--- src/rtl/cache_pkg.sv ---
// Shared definitions for the two-cache snoopy system: bus widths, request
// codes on the cache memory ports and the memory controller state encoding.
package cache_pkg;

    localparam int ADDRWIDTH    = 16;
    localparam int WORDWIDTH    = 16;
    localparam int IOSTATEWIDTH = 2;

    // Request code driven by a cache on memRW; code 3 is not a legal request
    typedef enum logic [IOSTATEWIDTH-1:0] {
        RD      = 2'd0,
        WT      = 2'd1,
        IDEL    = 2'd2,
        ILLEGAL = 2'd3
    } io_state_e;

    // Memory controller sequencing
    typedef enum logic [1:0] {
        IDLE   = 2'd0,
        ACCESS = 2'd1,
        RESP   = 2'd2
    } ctrl_state_e;

    // True when a port code asks for a memory access
    function automatic logic is_req(input logic [IOSTATEWIDTH-1:0] code);
        return (code == RD) || (code == WT);
    endfunction

endpackage

--- src/rtl/mem_bus_ctrl_mem_array.sv ---
// Single-port synchronous RAM with registered read. Contents are not reset;
// rdata only changes on a read so it can be sampled a cycle later.
module mem_array #(
    parameter int AW = 8,
    parameter int DW = 16
) (
    input  logic          clk,
    input  logic          we,
    input  logic          re,
    input  logic [AW-1:0] addr,
    input  logic [DW-1:0] wdata,
    output logic [DW-1:0] rdata
);

    logic [DW-1:0] mem [2**AW];
    logic [DW-1:0] rdata_q;

    // Write port and registered read port share one address
    always_ff @(posedge clk) begin
        if (we) mem[addr] <= wdata;
        if (re) rdata_q <= mem[addr];
    end

    assign rdata = rdata_q;

endmodule

--- src/rtl/mem_bus_ctrl.sv ---
// Memory side of the two-cache system: round-robin arbiter between the two
// cache memory ports, a fixed-latency access sequencer over mem_array, and
// per-port response registers with one-cycle done pulses.
module mem_bus_ctrl #(
    parameter int ADDRWIDTH = cache_pkg::ADDRWIDTH,
    parameter int WORDWIDTH = cache_pkg::WORDWIDTH,
    parameter int MEM_AW    = 8,
    parameter int MEM_LAT   = 2
) (
    input  logic                 clk,
    input  logic                 reset,
    input  logic [1:0]           memRW0,
    input  logic [1:0]           memRW1,
    input  logic [ADDRWIDTH-1:0] addrToMem0,
    input  logic [ADDRWIDTH-1:0] addrToMem1,
    input  logic [WORDWIDTH-1:0] dataToMem0,
    input  logic [WORDWIDTH-1:0] dataToMem1,
    output logic [ADDRWIDTH-1:0] addrFromMem0,
    output logic [ADDRWIDTH-1:0] addrFromMem1,
    output logic [WORDWIDTH-1:0] dataFromMem0,
    output logic [WORDWIDTH-1:0] dataFromMem1,
    output logic                 memReadEn0,
    output logic                 memReadEn1,
    output logic                 memWriteDone0,
    output logic                 memWriteDone1,
    output logic                 busy,
    output logic                 busErr
);
    import cache_pkg::*;

    localparam logic [3:0] CNT_INIT = 4'(MEM_LAT - 1);

    ctrl_state_e                      state_q, state_d;
    logic                             rr_q, rr_d;
    logic [3:0]                       cnt_q, cnt_d;
    logic                             gid_q, gid_d;
    logic                             op_wt_q, op_wt_d;
    logic [ADDRWIDTH-1:0]             faddr_q, faddr_d;
    logic [WORDWIDTH-1:0]             wdata_q, wdata_d;
    logic [1:0][ADDRWIDTH-1:0]        aout_q, aout_d;
    logic [1:0][WORDWIDTH-1:0]        dhold_q, dhold_d;
    logic [1:0]                       rd_en_q, rd_en_d;
    logic [1:0]                       wr_done_q, wr_done_d;
    logic                             busy_q, busy_d;
    logic                             err_q, err_d;

    logic                             req0, req1, sel;
    logic                             ram_we, ram_re;
    logic [WORDWIDTH-1:0]             ram_rdata;

    // Next-state: grant in IDLE, count down in ACCESS, deliver response in RESP
    always_comb begin
        state_d   = state_q;
        rr_d      = rr_q;
        cnt_d     = cnt_q;
        gid_d     = gid_q;
        op_wt_d   = op_wt_q;
        faddr_d   = faddr_q;
        wdata_d   = wdata_q;
        aout_d    = aout_q;
        dhold_d   = dhold_q;
        rd_en_d   = '0;
        wr_done_d = '0;
        busy_d    = busy_q;
        err_d     = err_q;
        ram_we    = 1'b0;
        ram_re    = 1'b0;
        req0      = is_req(memRW0);
        req1      = is_req(memRW1);
        sel       = 1'b0;
        case (state_q)
            IDLE: begin
                // An illegal code is flagged and otherwise behaves like IDEL
                if (memRW0 == ILLEGAL || memRW1 == ILLEGAL) err_d = 1'b1;
                if (req0 || req1) begin
                    sel     = (req0 && req1) ? rr_q : req1;
                    gid_d   = sel;
                    op_wt_d = sel ? (memRW1 == WT) : (memRW0 == WT);
                    faddr_d = sel ? addrToMem1 : addrToMem0;
                    wdata_d = sel ? dataToMem1 : dataToMem0;
                    cnt_d   = CNT_INIT;
                    busy_d  = 1'b1;
                    state_d = ACCESS;
                end
            end
            ACCESS: begin
                if (cnt_q == 4'd0) begin
                    // RAM is touched on the edge into RESP; pulses go high with it
                    ram_we = op_wt_q;
                    ram_re = ~op_wt_q;
                    if (op_wt_q) wr_done_d[gid_q] = 1'b1;
                    else         rd_en_d[gid_q]   = 1'b1;
                    aout_d[gid_q] = faddr_q;
                    state_d = RESP;
                end else begin
                    cnt_d = cnt_q - 4'd1;
                end
            end
            RESP: begin
                // Keep the read word for this port until its next read
                if (!op_wt_q) dhold_d[gid_q] = ram_rdata;
                rr_d    = ~gid_q;
                busy_d  = 1'b0;
                state_d = IDLE;
            end
            default: state_d = IDLE;
        endcase
    end

    // State and response registers; reset aborts any access in flight
    always_ff @(posedge clk or negedge reset) begin
        if (!reset) begin
            state_q   <= IDLE;
            rr_q      <= 1'b0;
            cnt_q     <= '0;
            gid_q     <= 1'b0;
            op_wt_q   <= 1'b0;
            faddr_q   <= '0;
            wdata_q   <= '0;
            aout_q    <= '0;
            dhold_q   <= '0;
            rd_en_q   <= '0;
            wr_done_q <= '0;
            busy_q    <= 1'b0;
            err_q     <= 1'b0;
        end else begin
            state_q   <= state_d;
            rr_q      <= rr_d;
            cnt_q     <= cnt_d;
            gid_q     <= gid_d;
            op_wt_q   <= op_wt_d;
            faddr_q   <= faddr_d;
            wdata_q   <= wdata_d;
            aout_q    <= aout_d;
            dhold_q   <= dhold_d;
            rd_en_q   <= rd_en_d;
            wr_done_q <= wr_done_d;
            busy_q    <= busy_d;
            err_q     <= err_d;
        end
    end

    mem_array #(
        .AW (MEM_AW),
        .DW (WORDWIDTH)
    ) u_mem (
        .clk   (clk),
        .we    (ram_we),
        .re    (ram_re),
        .addr  (faddr_q[MEM_AW-1:0]),
        .wdata (wdata_q),
        .rdata (ram_rdata)
    );

    // During the read pulse the fresh RAM word is shown; afterwards the held copy
    assign dataFromMem0  = rd_en_q[0] ? ram_rdata : dhold_q[0];
    assign dataFromMem1  = rd_en_q[1] ? ram_rdata : dhold_q[1];
    assign addrFromMem0  = aout_q[0];
    assign addrFromMem1  = aout_q[1];
    assign memReadEn0    = rd_en_q[0];
    assign memReadEn1    = rd_en_q[1];
    assign memWriteDone0 = wr_done_q[0];
    assign memWriteDone1 = wr_done_q[1];
    assign busy          = busy_q;
    assign busErr        = err_q;

endmodule
--- config.mk ---
export PLATFORM = sky130hd
export DESIGN_NAME = mem_bus_ctrl
export DESIGN_NICKNAME = d
export VERILOG_FILES = /design/src/rtl/cache_pkg.sv /design/src/rtl/mem_bus_ctrl_mem_array.sv /design/src/rtl/mem_bus_ctrl.sv
export SDC_FILE = /design/constraint.sdc
export NUM_CORES = 2
export LEC_CHECK = 0
export CAP_MARGIN = 20
export CELL_PAD_IN_SITES_DETAIL_PLACEMENT = 0
export CELL_PAD_IN_SITES_GLOBAL_PLACEMENT = 1
export CORE_MARGIN = 2
export CORE_UTILIZATION = 55
export CTS_CLUSTER_SIZE = 30
export DETAILED_ROUTE_END_ITERATION = 10
export MAX_ROUTING_LAYER = met4
export PLACE_DENSITY_LB_ADDON = 0.1
export SLEW_MARGIN = 15
export SYNTH_ARGS = -nofsm -noshare
export SYNTH_HDL_FRONTEND = slang
export SYNTH_SLANG_ARGS = --single-unit
--- constraint.sdc ---
create_clock -name clk -period 4.7 [get_ports clk]
set_clock_uncertainty 0.1 [all_clocks]
set_input_delay 0.94 -clock clk [delete_from_list [all_inputs] [get_ports clk]]
set_output_delay 0.94 -clock clk [all_outputs]
set_load 0.02 [all_outputs]
==> flow_summary.yaml <==
routing:
  vias: 79600
  ant_nets: 0
  wl_met3_um: 40700
  viasPerCell: 6.60
  wl_per_cell_um: 35.6
  highest_layer: "met4"
  wirelength_met1_um: 176000
  dr_wl_met2_um: 201000
  finalWirelength_um: 429000
  drt_iter0_drc: 11500
  drt-pass1-iter-count: 6
  drc: 0
layout:
  final_util: 0.634
  instances_no_fill: 12100
  drive_gt1_frac: 0.293
  nFillCells: 19700
  syn2layout_area_growth_pct: 14.8
  stdcell_area_sq_um: 184000
  nets: 7867
power_and_ir_drop:
  power_mw: 114
  p_seq_frac: 0.429
  p_int_mw: 77.5
  power_per_cell_area_nw_per_um2: 621
  p_sw_frac: 0.322
  power.switching_mw: 36.7
  p_leak_nw: 57.9
  combPwrFrac: 0.284
  p_clk_frac: 0.287
  peakVddDrop_uv: 500
synthesis:
  syn_nets: 7154
  synth_edf_count: 4112
  ys_seq_area_frac: 0.788
  ys_types: 36
  syn-cell-area_sq_um: 160000
  netlist_instances: 7082
  avgSynthCellArea_sq_um: 22.6
  yosysWarnings: 0
  synth_seq_cells: 4223
  synth_flop_cell: "edfxtp_1"
  ys_async_sr_fraction: 0.0263
critical_path:
  endpoint_kind: "register"
  startpoint_type: "register"
  worstPathMaxFanout: 54
  cp_top_family: "compound AO/OA/AOI/OAI gates"
  worst_path_most_repeated_cell: "buf_12"
  critical_path.cell_chain: "buf_12, buf_12, mux4_2, a22oi_1, a21oi_1, o41ai_1, buf_4, nand4_1"
  critPathSlowestCell: "o41ai_1"
  critical_path_class: "reg2reg"
  cp.required_ns: 5.26
  worst-endpoint-arrival_ns: 5.12
  cp_slowest_stage_delay_ns: 1.01
  path_buf_inv: 3
  ff2ff_setup_slack_ns: 0.14
global_routing:
  grt_pass1_wl_um: 603000
  grt_pass1_vias: 77800
  grt_remaining_overflow: 0
  antenna_found_initial: 17
  grt_max_degree: 177
  gr-usage-all-layers: 0.300
clock_network:
  clock_path_buffers: 4
  htree_levels: 5
  numCtsBuffers: 420
  cts_sinks: 4223
  tritoncts: "yes"
  cts_setup_buffers: 0
  clockRootBuffer: "clkbuf_16"
  clk_pin_slew_worst_paths_ns: 0.06
  insertion_delay_ns: 0.94
sta:
  period_share: 0.971
  hold_ws_ns: 0.389
  period_minus_slack_ns: 4.56
  hold_viol_final: 0
  rsz0062_at_grt: "false"
  setup_viol: 0
  relSlewSlack: 0.185
  fmax_mhz: 219
  tightestPinTransition_ns: 1.22
  fin_ws_ns: 0.137
  setup_tns_ns: 0
  final_max_slew_viol_count: 0
placement:
  dp_slack_ns: 0.249
  placed_cell_area_sq_um: 170000
  gp_congestion: 0.868
  portBuffers: 139
  hpwlAfterDp_um: 257000
  dpl.cell_count: 11300
flow_run:
  cap_violations: 0
min_path:
  min_path_type: "reg2reg"
die:
  start_util: 0.552
  io_pins: 140
  die_w_um: 544
  num_rows: 198
  core_area_sq_um: 290000
  die_area_sq_um: 296000
  fp.dieH_um: 544
status:
  status: "finished clean"
-- layout make-up --
type                            count  area (sq um)  share of cell area
Clock inverter                    264          2420              0.0132
Clock buffer                      510         11000              0.0597
Inverter                            5          18.8            0.000102
Tap cell                         3900          4880              0.0265
Antenna cell                       19          47.5            0.000258
Sequential cell                  4223        126000               0.687
Multi-Input combinational cell   2418         32400               0.176
Timing Repair Buffer              727          6860              0.0373
-- layout by cell type (no fill, tap or decap), drive strengths merged, types with 3 or more instances in the layout --
cell type and count:
and2 3, a22oi 513, clkinv 199, mux2 95, clkinvlp 17, nor2 268
nand2 72, bufinv 36, dfrtp 111, edfxtp 4112, a21oi 257, buf 588
inv 17, o41ai 64, nand4 17, mux2i 33, clkdlybuf4s50 138, mux4 1024
diode 19, nand3 5, o21ai 36, nand2b 4, nor2b 8, clkbuf 510
-- worst min-delay path, cell delays in order (launching register included) --
cell,delay (ns)
dfrtp_1,0.35
nand2_1,0.05
nand2_1,0.06
-- logic make-up (layout without fill, tap and decap cells) --
family / Yosys count / after routing / share of synthesized area
adder cells (fa/ha/maj): 2 / 2 / 0.000156
AND/OR/NAND/NOR: 387 / 387 / 0.00985
AO/OA/AOI/OAI: 875 / 875 / 0.0369
flip-flops: 4223 / 4223 / 0.788
multiplexers: 1152 / 1152 / 0.153
other: 0 / 19 / 0
XOR/XNOR: 2 / 2 / 0.000109
buffers and inverters: 441 / 1506 / 0.0125
-- path summary, 6_finish.rpt --
check,from,to,cells after the start
min,busy,busy,2
min reg2reg,busy,busy,2
max in group asynchronous,reset,gid_q,3
max reg2reg,faddr_q[1],u_mem.rdata[3],8
min in group asynchronous,reset,addrFromMem1[4],2
max,faddr_q[1],u_mem.rdata[3],8
-- layer usage --
| layer | up-vias | track usage |
|---|---|---|
| met1 | 43000 | 0.448 |
| met4 | 0 | 0.0698 |
| met3 | 554 | 0.0481 |
| met5 | - | - |
| met2 | 4331 | 0.442 |
| li1 | 31700 | - |
-- sequential cells by signal (all words and copies together) (netlist names), 4 cells and up --
| signal | cells |
|---|---|
| u_mem.mem | 4096 |
| wdata_q | 16 |
| faddr_q | 16 |
| addrFromMem0 | 16 |
| u_mem.rdata | 16 |
| cnt_q | 4 |
| addrFromMem1 | 16 |
| dhold_q | 32 |
-- synth_stat cells (2+ instances only) --
library cell	count	area (sq um)
edfxtp_1	4112	123000
mux4_2	1024	23100
a22oi_1	513	3850
nor2_1	268	1010
clkbuf_1	264	991
a21oi_1	257	1290
dfrtp_1	111	2780
mux2_2	95	1070
nand2_1	72	270
buf_2	71	355
o41ai_1	64	561
buf_1	56	210
o21ai_0	36	180
mux2i_1	33	330
buf_4	23	173
buf_6	22	248
nand4_1	17	106
nor2b_1	8	50.1
inv_1	5	18.8
nand3_1	5	25.0
nand2b_1	4	25.0
and2_1	3	18.8
ha_1	2	25.0
nor3_1	2	10.0
nor3b_1	2	15.0
o31ai_1	2	15.0
xor2_1	2	17.5
-- power by group through the flow --
stage / clock network, mW / registers (mW) / logic, mW
global route: 34.6 / 49.0 / 34.1
detailed placement: 0 / 49.7 / 32.7
CTS: 33.2 / 48.9 / 32.7
finish: 32.7 / 49.0 / 32.5
floorplan: 0 / 51.8 / 16.6
global placement: 0 / 49.6 / 32.2
-- timing repair --
action / CTS / global route
gates resized for setup: 0 / 0
hold endpoints to repair: 29 / 0
hold buffers: 1 / 0
(Power assumes the default switching activity.)
